--- src/rtl/svc_rv_div_seq.sv ---
// Iterative radix-2 restoring divider for RISC-V DIV/DIVU/REM/REMU, stalling the pipeline while it runs.
// Optional single-entry result cache enabled by defining SVC_RV_DIV_CACHE_EN.
module svc_rv_div_seq #(
    parameter int XLEN = 32
) (
    input  logic            clk,
    input  logic            rst,
    input  logic            start,
    input  logic [1:0]      op,
    input  logic [XLEN-1:0] rs1,
    input  logic [XLEN-1:0] rs2,
    input  logic            flush,
    output logic            op_active_ex,
    output logic            done,
    output logic [XLEN-1:0] result,
    output logic [1:0]      dbg_state
);

    localparam int CW = $clog2(XLEN + 1);
    localparam logic [XLEN-1:0] MIN_NEG = {1'b1, {(XLEN-1){1'b0}}};

    typedef enum logic [1:0] {
        S_IDLE = 2'd0,
        S_CALC = 2'd1,
        S_DONE = 2'd2
    } state_t;

    state_t          state, state_nxt;
    logic [CW-1:0]   count;
    logic [XLEN-1:0] dvd;      // dividend shifts out, quotient shifts in
    logic [XLEN-1:0] rem;
    logic [XLEN-1:0] dvsr;
    logic            is_rem, neg_q, neg_r;

    logic            accept, signed_in, rem_in, div_zero, ovf, special, last;
    logic [XLEN-1:0] abs1, abs2, special_res;
    logic [XLEN:0]   rem_shift;
    logic [XLEN-1:0] sub, rem_nxt, quo_nxt, q_fix, r_fix;
    logic            q_bit;
    logic            hit;
    logic [XLEN-1:0] hit_res;

    always_comb begin
        signed_in   = ~op[0];
        rem_in      = op[1];
        accept      = !rst && state == S_IDLE && start && !flush;
        div_zero    = rs2 == '0;
        ovf         = signed_in && rs1 == MIN_NEG && rs2 == '1;
        special     = div_zero || ovf;
        abs1        = (signed_in && rs1[XLEN-1]) ? -rs1 : rs1;
        abs2        = (signed_in && rs2[XLEN-1]) ? -rs2 : rs2;
        if (div_zero)
            special_res = rem_in ? rs1 : '1;
        else
            special_res = rem_in ? '0 : rs1;

        // One restoring step; the true difference always fits in XLEN bits when taken.
        rem_shift   = {rem, dvd[XLEN-1]};
        q_bit       = rem_shift >= {1'b0, dvsr};
        sub         = rem_shift[XLEN-1:0] - dvsr;
        rem_nxt     = q_bit ? sub : rem_shift[XLEN-1:0];
        quo_nxt     = {dvd[XLEN-2:0], q_bit};
        q_fix       = neg_q ? -quo_nxt : quo_nxt;
        r_fix       = neg_r ? -rem_nxt : rem_nxt;
        last        = state == S_CALC && count == CW'(1);
        op_active_ex = !rst && ((state == S_IDLE && start && !flush) || state == S_CALC);
        dbg_state   = state;
    end

`ifdef SVC_RV_DIV_CACHE_EN
    logic            c_valid, c_signed, l_signed;
    logic [XLEN-1:0] c_rs1, c_rs2, c_q, c_r, l_rs1, l_rs2;

    always_comb begin
        hit     = c_valid && c_rs1 == rs1 && c_rs2 == rs2 && c_signed == signed_in && !special;
        hit_res = rem_in ? c_r : c_q;
    end

    always_ff @(posedge clk) begin
        if (rst) begin
            c_valid  <= 1'b0;
            c_signed <= 1'b0;
            l_signed <= 1'b0;
            c_rs1    <= '0;
            c_rs2    <= '0;
            c_q      <= '0;
            c_r      <= '0;
            l_rs1    <= '0;
            l_rs2    <= '0;
        end else begin
            if (accept) begin
                l_rs1    <= rs1;
                l_rs2    <= rs2;
                l_signed <= signed_in;
            end
            if (state == S_CALC && flush) begin
                c_valid <= 1'b0;
            end else if (last) begin
                c_valid  <= 1'b1;
                c_rs1    <= l_rs1;
                c_rs2    <= l_rs2;
                c_signed <= l_signed;
                c_q      <= q_fix;
                c_r      <= r_fix;
            end
        end
    end
`else
    always_comb begin
        hit     = 1'b0;
        hit_res = '0;
    end
`endif

    always_comb begin
        state_nxt = state;
        case (state)
            S_IDLE: if (accept) state_nxt = (special || hit) ? S_DONE : S_CALC;
            S_CALC: if (last) state_nxt = S_DONE;
            S_DONE: state_nxt = S_IDLE;
            default: state_nxt = S_IDLE;
        endcase
        if (flush) state_nxt = S_IDLE;
    end

    always_ff @(posedge clk) begin
        if (rst) begin
            state  <= S_IDLE;
            done   <= 1'b0;
            result <= '0;
            count  <= '0;
            dvd    <= '0;
            rem    <= '0;
            dvsr   <= '0;
            is_rem <= 1'b0;
            neg_q  <= 1'b0;
            neg_r  <= 1'b0;
        end else begin
            state <= state_nxt;
            done  <= state_nxt == S_DONE;
            if (accept) begin
                dvd    <= abs1;
                dvsr   <= abs2;
                rem    <= '0;
                count  <= CW'(XLEN);
                is_rem <= rem_in;
                neg_q  <= signed_in && (rs1[XLEN-1] ^ rs2[XLEN-1]);
                neg_r  <= signed_in && rs1[XLEN-1];
                if (special)
                    result <= special_res;
                else if (hit)
                    result <= hit_res;
            end else if (state == S_CALC && !flush) begin
                dvd   <= quo_nxt;
                rem   <= rem_nxt;
                count <= count - CW'(1);
                if (last) result <= is_rem ? r_fix : q_fix;
            end
        end
    end

endmodule
--- config.mk ---
export PLATFORM = sky130hd
export DESIGN_NAME = svc_rv_div_seq
export DESIGN_NICKNAME = d
export VERILOG_FILES = /design/src/rtl/svc_rv_div_seq.sv
export SDC_FILE = /design/constraint.sdc
export NUM_CORES = 1
export LEC_CHECK = 0
export BUFFER_PORTS_ARGS = -buffer_cell sky130_fd_sc_hd__buf_2
export CAP_MARGIN = 20
export CORE_ASPECT_RATIO = 0.75
export CORE_MARGIN = 1
export CORE_UTILIZATION = 40
export DETAILED_ROUTE_END_ITERATION = 12
export MAX_ROUTING_LAYER = met4
export PLACE_DENSITY = 0.55
export SYNTH_ARGS = -nofsm -noshare
export SYNTH_HDL_FRONTEND = slang
export SYNTH_SLANG_ARGS = --single-unit
--- constraint.sdc ---
create_clock -name clk -period 6.45 [get_ports clk]
set_input_delay 0.9675 -clock clk [delete_from_list [all_inputs] [get_ports clk]]
set_output_delay 0.9675 -clock clk [all_outputs]
set_load 0.01 [all_outputs]
# Yosys cells after proc, flatten, opt, wreduce, memory -nomap -nowiden
# Index checks and enable logic that the tools add are counted.
word_totals:
  regBits: 140
  input_bits: 70
  output_inout_bits: 36
  elab_cells: 71
classes:
  add_sub_neg: 6
  n_lt_le_gt_ge: 1
  n_eq_ne: 6
  n_mux: 22
  n_bitwise: 2
  n_reduce_logical: 23
op_table:
  columns: ["op", "n"]
  rows:
  - ["$mux 32", 15]
  - ["$neg 32->32", 4]
  - ["$eq 32x32->1 const B", 2]
  - ["$ge 33x32->1", 1]
  - ["$logic_not 32->1", 1]
  - ["$sub 32x32->32", 1]
  - ["$logic_and 1x1->1", 13]
  - ["$mux 6", 2]
  - ["$mux 2", 4]
  - ["$eq 6x1->1 const B", 1]
  - ["$sub 6x1->6 const B", 1]
  - ["$pmux 2 s2", 1]
  - ["$reduce_bool 2->1", 2]
  - ["$reduce_and 3->1", 1]
  - ["$eq 2x1->1 const B", 1]
  - ["$eq 2x2->1 const B", 1]
  - ["$logic_not 1->1", 2]
  - ["$logic_not 2->1", 1]
  - ["$logic_or 1x1->1", 2]
  - ["$ne 2x1->1 const B", 1]
  - ["$reduce_or 2->1", 1]
  - ["$not 1->1", 1]
  - ["$xor 1x1->1", 1]

# Depth between registers and ports, before layout
# Gate-level depths: netlist (run 1).
depth:
  depth_word: 9
  depth_mapped: 29
  depth_no_buf: 23

# Least setup slack after synthesis (run 1)
# Ideal clock, no wire load.
synth_timing:
  path_type: "register to register"
  start: "register rem[0]"
  end: "register result[28]"
  setup_time_ns: 0.103
  t_arrival_ns: 4.953
  t_required_ns: 6.347
  setup_slack_ns: 1.394
  stages_incl_launch_ff: 23
  n_path_buf: 5
  synth_period_minus_slack_ns: 5.056
  cell_sequence: "dfxtp_1 ha_1 nor2b_4 o21ba_4 o31a_4 and3_4 buf_6 o211ai_4 nand2_4 inv_1 buf_2 buf_2 buf_1 ha_1 inv_1 or4_1 clkbuf_1 or3_1 or2_2 o21ai_0 xnor2_1 nor3_1 a2111oi_2"
synth_via:
  elab_chain_cells: 8
  elab_cells_between_ends: 11
  cone_classes: "add/sub: 3; order compare: 1; mux: 7"
synth_lines:
  columns: ["item", "line_no", "source"]
  rows:
  - ["from (decl)", "31", "logic [XLEN-1:0] rem;"]
  - ["from (signal assigned)", "155", "rem <= rem_nxt;"]
  - ["$sub 32x32->32 / $ge 33x32->1 (equally long branches)", "60, 59", null]
  - ["$mux 32", "61", "rem_nxt = q_bit ? sub : rem_shift[XLEN-1:0];"]
  - ["$neg 32->32", "64", "r_fix = neg_r ? -rem_nxt : rem_nxt;"]
  - ["$mux 32", "64", null]
  - ["$mux 32 (*) (2 in a row)", "157", "if (last) result <= is_rem ? r_fix : q_fix;"]
  - ["$mux 32 (*)", "153", "end else if (state == S_CALC && !flush) begin"]
  - ["$mux 32 (*)", "141", "if (accept) begin"]
  - ["to (signal assigned)", "150", "result <= special_res;"]
  - ["to (signal assigned)", "152", "result <= hit_res;"]
  - ["to (signal assigned)", "157", null]
  - ["to (decl)", "15", "output logic [XLEN-1:0] result,"]
# Every way passes the cells marked *; elsewhere a longest branch is shown, timed or not. The select of a mux whose other input is x is not followed.
# A chain may end at the register's enable or synchronous reset.

# Final worst setup path (run 1)
layout_timing:
  start: "register rem[17]"
  end: "register result[28]"
# Same word-level chain as after synthesis.

==> results of run 1 <==
metal layers:
layer,global-route usage (%),share of wire (%)
met5,-,0
met4,7.18,1.7
met3,7.17,8.2
met2,40.4,41
met1,43.5,49
registers in the layout, indices dropped and copies added (netlist names):
signal	count
count	6
dbg_state	2
done	1
dvd	32
dvsr	32
is_rem	1
neg_q	1
neg_r	1
rem	32
result	32
final timing paths:
check | start | end | slack [ns] | depth (start not counted)
max reg2reg | rem[17] | result[28] | 0.77 | 19
min | result[9] | result[9] | 0.45 | 2
min reg2reg | result[9] | result[9] | 0.45 | 2
max | rem[17] | result[28] | 0.77 | 19
cell usage after synthesis (39+ instances only):
library cell / n / share of area (%)
a211oi_1: 44 / 2.8
a21oi_1: 106 / 4.5
clkbuf_1: 77 / 2.5
dfxtp_1: 140 / 24
ha_1: 39 / 4.1
inv_1: 56 / 1.8
nand2_1: 186 / 5.9
nor2_1: 192 / 6.1
nor3_1: 55 / 2.3
o21ai_0: 109 / 4.6
or3_1: 47 / 2.5
xnor2_1: 81 / 6.0
xor2_1: 50 / 3.7
cells in the final DEF (no fill, tap or decap), types with 18 or more instances in the layout:
master	instances
a211oi_1	44
a21oi_1	106
a311oi_1	36
buf_2	104
buf_4	18
dfxtp_1	140
ha_1	39
inv_1	56
mux2i_1	24
nand2_1	186
nand3_1	28
nor2_1	191
nor3_1	55
nor4_1	20
o21ai_0	109
o31ai_1	36
or3_1	47
xnor2_1	81
xor2_1	50
metrics by stage:
stage | total power (µW) | setup WS [ns] | cells
6_report | 2970 | 0.775 | 2053
4_1_cts | 2960 | 0.859 | 2053
3_3_place_gp | 1930 | 1.05 | 2022
5_1_grt | 3110 | 0.352 | 2053
2_1_floorplan | 1640 | 1.39 | 1631
3_5_place_dp | 1930 | 0.867 | 2022
area by class of cell:
cell class / instances / area [µm²] / share of cell area (%)
Multi-Input combinational cell: 1319 / 8300 / 63.6
Inverter: 56 / 210 / 1.61
Clock inverter: 9 / 111 / 0.853
Timing Repair Buffer: 122 / 656 / 5.02
Tap cell: 385 / 482 / 3.69
Sequential cell: 140 / 2800 / 21.5
Clock buffer: 22 / 484 / 3.71
kinds of logic (layout without fill, tap and decap cells):
| kind of cell | after synthesis | after routing |
|---|---|---|
| and+or+nand+nor | 633 | 633 |
| muxes | 28 | 28 |
| adders and majority gates | 55 | 55 |
| buffers and inverters | 172 | 209 |
| xor gates and xnor gates | 131 | 131 |
| DFF | 140 | 140 |
| AOI/OAI and AO/OA | 472 | 472 |
worst max-delay path, stage by stage, from the launching register on:
cell       delay [ns]
dfxtp_1          0.35
ha_1             0.44
a21oi_1          0.23
o21ai_0          0.26
a21o_1           0.31
a211oi_2         0.76
nand2_4          0.33
mux2i_1          0.34
ha_1             0.23
inv_1            0.07
nor4_1           0.34
nand2_1          0.13
nor3_1           0.17
nand3_1          0.12
o41a_1           0.19
nor4_2           0.48
nand2b_1         0.17
o21ai_1          0.18
xnor2_1          0.11
a2111oi_2        0.34
power groups by stage:
stage	sequential, µW	combinational [µW]	clock [µW]
floorplan	928	715	0
global placement	937	993	0
detailed placement	938	990	0
CTS	919	996	1050
global route	922	1100	1090
finish	919	1020	1040
==> key figures, run 1 <==
Setup path
  – Arrival time reported for the critical path endpoint: 6.02 ns
  – Startpoint type of the worst setup path: flip-flop
  – Worst setup path class: reg -> reg
  – Worst EP required: 6.79 ns
  – Critical Path End Type: flip-flop
  – Largest fanout on the critical path: 20

Floorplanning
  – Number of ports placed on the die boundary: 106
  – Area of the core: 0.0284 mm²
  – Die outline width: 200 µm
  – Die height: 151 µm
  – Area enclosed by the die boundary: 0.0301 mm²
  – Placement Rows: 53
  – Starting density of the core: 41.4%

Timing
  – Final setup skew: 0.0117 ns
  – Count of endpoints failing hold in the final timing report: 0
  – Setup repair after global routing missed its margin: no
  – Shortest period the worst path allows: 5.68 ns
  – Total setup violations reported at the end of the flow: 0
  – Post-route fraction of the period consumed by the critical path: 88.0%
  – Final Max Tran Viols: 0
  – Worst slew margin relative to its limit: 31.3%
  – Highest Clock Rate: 176 MHz
  – Summed negative setup slack over all endpoints: 0 ns
  – Final worst hold slack: 0.447 ns
  – Slew @ Worst Pin: 1.03 ns

Synthesis
  – Post-Syn Area: 0.0118 mm²
  – Post-synthesis cell count: 1,631
  – Synthesized-area fraction occupied by and/or/nand/nor cells: 25.5%
  – Main synth FF type: dfxtp_1
  – Mux cell area share after synthesis: 2.49%
  – Post-Syn Area per Cell: 7.22 µm²
  – Number of flops mapped to enable cells by yosys: 0
  – Mapped Nets: 1,741
  – Count of unique library cells instantiated by Yosys: 84
  – Count of synthesis-stage warnings from yosys: 0
  – Count of state elements after synthesis: 140
  – Main combinational cell family by area after synthesis: compound AO/OA/AOI/OAI gates
  – Post-Synth XOR/XNOR Area: 9.75%
  – Post-synthesis compound-gate area fraction: 26.9%
  – Synth async-reset ratio: 0%
  – Register area share after synthesis: 23.8%
  – Adder and majority gate portion of the synthesized area: 5.59%

Pwr
  – Peak supply drop: 0.193 mV
  – P per Cell Area: 228 mW/mm²
  – Sequential share of power: 30.9%
  – Switching share of power: 37.6%
  – Share of total power in the clock network: 34.9%
  – Static leakage: 0.00497 µW
  – Net load switching power: 1120 µW
  – Fraction of power consumed by combinational cells: 34.2%
  – Internal Dissipation: 1860 µW

Clock network
  – Register clock-pin slew on the reported worst setup and hold paths: 0.06 ns
  – Number of clock buffers inserted by TritonCTS: 17
  – Root Driver: clkbuf_16
  – Maximum count of clock buffers along a single path: 2
  – Sinks on Clock Net: 140
  – H-tree level count: 4
  – Worst-Skew Late Latency: 0.44 ns
  – Clock tree from TritonCTS: built
  – Buffers inserted by post-CTS timing repair: 0
  – Number of gates given a new drive strength after cts: 0
  – Post-CTS Hold Buffers: 0

Cells and area
  – Number of antenna repair diodes: 0
  – Number of nets in the layout: 1,766
  – Layout cells sized above 1: 11.2%
  – Signed area change from the synthesized netlist to the final layout: 10.8%
  – Post-route cell area: 0.0130 mm²
  – Share of the core filled with cells: 45.9%
  – Fillers: 2,964

Global route
  – Antenna violations before repair: 3
  – First-pass GRT wire length: 66.1 mm
  – Pin count of the biggest net entering global routing: 92
  – Global route overflow: 0
  – Via count of the first global-routing pass: 11,100
  – Overall track demand over capacity in global routing: 29.8%

Flow run
  – Max-cap violation count: 0

Status
  – Status: completed

Detailed routing
  – First-pass iteration count of the detailed router: 5
  – Final routed wirelength across all metal layers: 43.2 mm
  – Count of vias placed by the detailed router: 12,400
  – Per-cell routed wire length: 21.1 µm
  – Post-DR vias/cell: 6.04
  – Iteration-0 DRC count of the detailed router: 1,009
  – Antenna viol nets, final: 0
  – Remaining design rule violation count: 0

Placement
  – Post-detail-place hpwl: 31.9 mm
  – Final weighted congestion of routability-driven global placement: 0.928
  – Number of port buffers: 105
  – Area of placed instances: 0.0125 mm²

Worst hold path
  – Class of the worst hold path: reg -> reg
Power figures use the tool's default switching activity.
==> run 2: changes to the inputs <==
Clock period 6.45 ns to 5.9 ns, I/O delays scaled along.
==> run 2 against run 1 <==
  * Power is 12% higher
  * Sequential share of layout area fell by 0.11 points
  * Core utilization grew 0.23 points
  * Non-clock buffer count increased by 3
  * Maximum frequency is 5.0% higher
  * Hold slack better by 0.0032 ns
  * Wire length rose by 0.75%
  * Clock-buffer cell count unchanged
  * Sequential power up 9%
  * Die area unchanged
==> key figures, run 2 (same netlist as run 1, synthesis figures left out) <==
Setup path
  – Worst setup path class: reg -> reg
  – Arrival time reported for the critical path endpoint: 5.75 ns
  – Startpoint type of the worst setup path: flip-flop
  – Critical Path End Type: flip-flop
  – Cell chain of the critical path: ha_1 -> a21oi_1 -> o21ai_0 -> a21oi_1 -> nand2_1 -> o211ai_4 -> nand2_4 -> mux2i_1 -> ha_1 -> inv_1 -> nor4_1 -> nand2_1 -> nor3_1 -> nand3_1 -> o41a_1 -> nor4_4 -> nand2b_1 -> o21ai_1 -> xnor2_1 -> a2111oi_2
  – Beginning of the critical path: rem[11]
  – Largest fanout on the critical path: 20
  – Worst EP required: 6.24 ns
  – CP max-delay cell: dfxtp_1
  – R2R Path Start: rem[11]
  – Delay of the slowest critical-path stage: 0.44 ns

Worst hold path
  – Hold path startpoint: result[3]
  – Class of the worst hold path: reg -> reg

Cells and area
  – Number of nets in the layout: 1,769
  – Highest-count cells in the layout ignoring fill and taps: 191 x nor2_1, 186 x nand2_1, 140 x dfxtp_1
  – Multi-input gate area in the final layout: 0.00831 mm²
  – Fillers: 2,962
  – Signed area change from the synthesized netlist to the final layout: 11.4%
  – Share of the core filled with cells: 46.1%
  – Layout cells sized above 1: 11.4%
  – Leading cell type in the layout, fill and taps excluded: nor2_1
  – Number of antenna repair diodes: 0
  – Reg area: 0.00280 mm²

Pwr
  – Switching share of power: 37.0%
  – Fraction of power consumed by combinational cells: 34.3%
  – Static leakage: 0.00501 µW
  – Internal Dissipation: 2090 µW
  – Peak supply drop: 0.218 mV
  – P per Cell Area: 253 mW/mm²
  – Net load switching power: 1230 µW
  – Sequential share of power: 30.2%
  – Share of total power in the clock network: 35.5%

Timing
  – Final Max Tran Viols: 0
  – Shortest period the worst path allows: 5.40 ns
  – Count of endpoints failing hold in the final timing report: 0
  – Summed negative setup slack over all endpoints: 0 ns
  – Total setup violations reported at the end of the flow: 0
  – Worst slew margin relative to its limit: 32.3%
  – Slew @ Worst Pin: 1.01 ns
  – Post-route fraction of the period consumed by the critical path: 91.6%
  – Setup slack after layout: 0.495 ns
  – Final setup skew: 0.00891 ns
  – Highest Clock Rate: 185 MHz
  – Setup repair after global routing missed its margin: no

Clock network
  – Clock tree from TritonCTS: built
  – Root Driver: clkbuf_16
  – Post-CTS Hold Buffers: 0
  – H-tree level count: 4
  – Number of clock buffers inserted by TritonCTS: 17
  – Worst-Skew Late Latency: 0.44 ns
  – Sinks on Clock Net: 140
  – Buffers inserted by post-CTS timing repair: 0
  – Register clock-pin slew on the reported worst setup and hold paths: 0.07 ns
  – Number of gates given a new drive strength after cts: 0
  – Maximum count of clock buffers along a single path: 2

Global route
  – First-pass GRT wire length: 66.9 mm
  – Antenna violations before repair: 1
  – Global route overflow: 0
  – Pin count of the biggest net entering global routing: 75
  – Via count of the first global-routing pass: 11,000
  – Overall track demand over capacity in global routing: 30.2%

Floorplanning
  – Number of ports placed on the die boundary: 106
  – Placement Rows: 53
  – Starting density of the core: 41.4%
  – Area enclosed by the die boundary: 0.0301 mm²
  – Die height: 151 µm
  – Area of the core: 0.0284 mm²
  – Die outline width: 200 µm

Detailed routing
  – First-pass iteration count of the detailed router: 5
  – Count of vias placed by the detailed router: 12,500
  – Post-DR vias/cell: 6.05
  – Per-cell routed wire length: 21.2 µm
  – Final routed wirelength across all metal layers: 43.6 mm
  – Iteration-0 DRC count of the detailed router: 1,160
  – Antenna viol nets, final: 0
  – Remaining design rule violation count: 0

Placement
  – Final weighted congestion of routability-driven global placement: 1.00
  – Number of port buffers: 105
  – Post-place setup slack: 0.522 ns
  – Post-detail-place hpwl: 32.5 mm

Status
  – Status: completed

Flow run
  – Max-cap violation count: 0
-- run 2: final cells by class --
| cell class | instances | area share, % |
|---|---|---|
| Clock buffer | 22 | 3.77 |
| Clock inverter | 10 | 1.03 |
| Inverter | 56 | 1.60 |
| Multi-Input combinational cell | 1319 | 63.4 |
| Sequential cell | 140 | 21.4 |
| Tap cell | 385 | 3.67 |
| Timing Repair Buffer | 125 | 5.17 |
-- run 2: worst paths after layout --
path,to,depth (start not counted),slack [ns]
setup reg to reg,result[28],20,0.50
hold / removal,result[3],2,0.45
setup / recovery,result[28],20,0.50
hold reg to reg,result[3],2,0.45
-- run 2: worst max-delay path: cells and delay by family (launching register included) --
kind | cells | cell delay (ns)
adders and majority gates | 2 | 0.60
muxes | 1 | 0.30
buffers and inverters | 1 | 0.07
xor gates and xnor gates | 1 | 0.11
DFF | 1 | 0.44
and+or+nand+nor | 8 | 1.87
AOI/OAI and AO/OA | 7 | 1.90
-- run 2: per-layer routing --
| layer | vias up | part of all wire, % | GRT usage, % |
|---|---|---|---|
| met5 | - | 0 | - |
| met4 | 0 | 1.1 | 6.07 |
| met3 | 33 | 7.8 | 4.41 |
| met2 | 476 | 41 | 41.2 |
| met1 | 5967 | 50 | 45.9 |
| li1 | 5974 | - | - |
-- run 2: power groups by stage --
stage	Combinational [µW]	Sequential [µW]	Clock [µW]
after detailed placement	1100	1020	0
after floorplan	782	1010	0
after global placement	1110	1020	0
after global routing	1230	1010	1230
final	1140	1000	1180
after CTS	1110	1000	1190
-- run 2: per-stage QoR --
stage	hold WS, ns	cells	total power, µW	cell area [µm²]
after floorplan	0.440	1631	1800	11800
after global placement	0.436	2025	2130	12500
after detailed placement	0.445	2025	2130	12500
after CTS	0.453	2057	3300	13100
after global routing	0.470	2057	3470	13100
final	0.450	2057	3320	13100
==> run 3: changes to the inputs <==
Settings changed: CORE_UTILIZATION 40 to 30, PLACE_DENSITY 0.55 to 0.44, SLEW_MARGIN set to 0.
==> run 3 against run 2 <==
  * Die area grew 33%
  * Via count shrank 1.4%
  * Highest routed layer unchanged
  * Power shrank 0.54%
  * Worst setup slack gained 0.012 ns
  * Wire length grew 6.1%
==> key figures, run 3 (same netlist as run 1, synthesis figures left out) <==
Global route
  – Overall track demand over capacity in global routing: 24.0%
  – Via count of the first global-routing pass: 11,400
  – Pin count of the biggest net entering global routing: 89
  – Global route overflow: 0
  – First-pass GRT wire length: 71.4 mm
  – Antenna violations before repair: 1

Floorplanning
  – Die outline width: 231 µm
  – Number of ports placed on the die boundary: 106
  – Area of the core: 0.0385 mm²
  – Die height: 174 µm
  – Starting density of the core: 30.6%
  – Placement Rows: 62
  – Area enclosed by the die boundary: 0.0400 mm²

Clock network
  – Post-CTS Hold Buffers: 0
  – Sinks on Clock Net: 140
  – Number of gates given a new drive strength after cts: 0
  – Buffers inserted by post-CTS timing repair: 0
  – H-tree level count: 4
  – Clock tree from TritonCTS: built
  – Maximum count of clock buffers along a single path: 2
  – Register clock-pin slew on the reported worst setup and hold paths: 0.07 ns
  – Worst-Skew Late Latency: 0.46 ns
  – Root Driver: clkbuf_16
  – Number of clock buffers inserted by TritonCTS: 17

Timing
  – Summed negative setup slack over all endpoints: 0 ns
  – Final Max Tran Viols: 0
  – Count of endpoints failing hold in the final timing report: 0
  – Shortest period the worst path allows: 5.39 ns
  – Post-route fraction of the period consumed by the critical path: 91.4%
  – Highest Clock Rate: 185 MHz
  – Total setup violations reported at the end of the flow: 0
  – Final setup skew: 0.0142 ns
  – Worst slew margin relative to its limit: 25.0%
  – Setup repair after global routing missed its margin: no
  – Slew @ Worst Pin: 1.13 ns

Setup path
  – Startpoint type of the worst setup path: flip-flop
  – Arrival time reported for the critical path endpoint: 5.74 ns
  – Largest fanout on the critical path: 20
  – Cell chain of the critical path: ha_1 -> a21oi_1 -> o21ai_0 -> a21oi_1 -> nand2_1 -> o211ai_4 -> nand2_4 -> buf_4 -> inv_1 -> ha_1 -> inv_1 -> or4_1 -> or3_1 -> or2_2 -> o21ai_0 -> xnor2_1 -> nor3_1 -> a2111oi_2
  – CP max-delay cell: or4_1
  – Worst setup path class: reg -> reg
  – Critical Path End Type: flip-flop
  – Worst EP required: 6.25 ns
  – Delay of the slowest critical-path stage: 0.66 ns

Cells and area
  – Leading cell type in the layout, fill and taps excluded: nor2_1
  – Number of nets in the layout: 1,772
  – Number of antenna repair diodes: 0
  – Layout cells sized above 1: 11.5%
  – Post-route cell area: 0.0133 mm²
  – Signed area change from the synthesized netlist to the final layout: 12.7%
  – Highest-count cells in the layout ignoring fill and taps: 191 x nor2_1, 186 x nand2_1, 140 x dfxtp_1

Detailed routing
  – Met3 wirelength from detailed routing: 3.02 mm
  – Count of vias placed by the detailed router: 12,300
  – Detailed-routing wirelength on met1: 24.4 mm
  – Top Layer Used: met4
  – Post-DR vias/cell: 5.62
  – First-pass iteration count of the detailed router: 5
  – Remaining design rule violation count: 0
  – Final routed wirelength across all metal layers: 46.2 mm
  – Detailed-routed wire length on met2: 18.2 mm
  – Per-cell routed wire length: 21.1 µm
  – Iteration-0 DRC count of the detailed router: 1,055
  – Antenna viol nets, final: 0

Placement
  – Number of port buffers: 105
  – Final weighted congestion of routability-driven global placement: 0.936
  – Area of placed instances: 0.0126 mm²
  – Post-detail-place hpwl: 35.1 mm

Pwr
  – P per Cell Area: 249 mW/mm²
  – Static leakage: 0.00502 µW
  – Peak supply drop: 0.219 mV

Flow run
  – Max-cap violation count: 0

Worst hold path
  – Class of the worst hold path: reg -> reg

Status
  – Status: completed
-- run 3: cell types whose count changed in the layout (fill, tap and decap cells not counted), sizes merged --
cell    delta
buf        +3
clkinv     +2
clkbuf     -3
-- run 3: area by class of cell --
class / instances / area (µm²)
repair buffers: 128 / 708
multi-input cells: 1319 / 8300
clock inverters: 12 / 145
fillers: 4236 / 25200
flip-flops and latches: 140 / 2800
well taps: 512 / 641
clock buffers: 19 / 453
inverters: 56 / 210
-- run 3: power breakdown --
part	leakage (µW)	internal [µW]	switching [µW]
clock network	0.000299	682	473
registers	0.00114	976	28.1
logic	0.00358	398	744
-- run 3: through the flow --
stage / hold slack [ns] / utilization (%) / instances / setup slack, ns / power [µW]
CTS: 0.453 / 34.4 / 2185 / 0.632 / 3300
floorplan: 0.440 / - / 1631 / 0.844 / 1800
finish: 0.449 / 34.5 / 2186 / 0.507 / 3300
global placement: 0.440 / 32.9 / 2154 / 0.769 / 2150
detailed placement: 0.444 / 32.9 / 2154 / 0.636 / 2140
global route: 0.471 / 34.5 / 2186 / 0.0940 / 3470
-- run 3: metal layers --
metal  track usage, %  up-vias
met5                -        -
met4             5.33        0
met3             4.72       40
met2             31.5      370
met1             36.6     5878
li1                 -     5989
-- run 3: worst paths after layout --
check	end	cells past startpoint	slack [ns]	from
worst max-delay path	result[28]	18	0.51	rem[11]
worst min-delay path	result[9]	2	0.45	result[9]
worst max register to register	result[28]	18	0.51	rem[11]
worst min register to register	result[9]	2	0.45	result[9]
-- run 3: critical path: cells and delay by family (launching register included) --
kind | cells | cell delay (ns)
simple gates | 6 | 1.91
fa+ha+maj | 2 | 0.57
buf+inv | 3 | 0.40
flops | 1 | 0.35
xor+xnor | 1 | 0.15
compound gates | 6 | 1.92
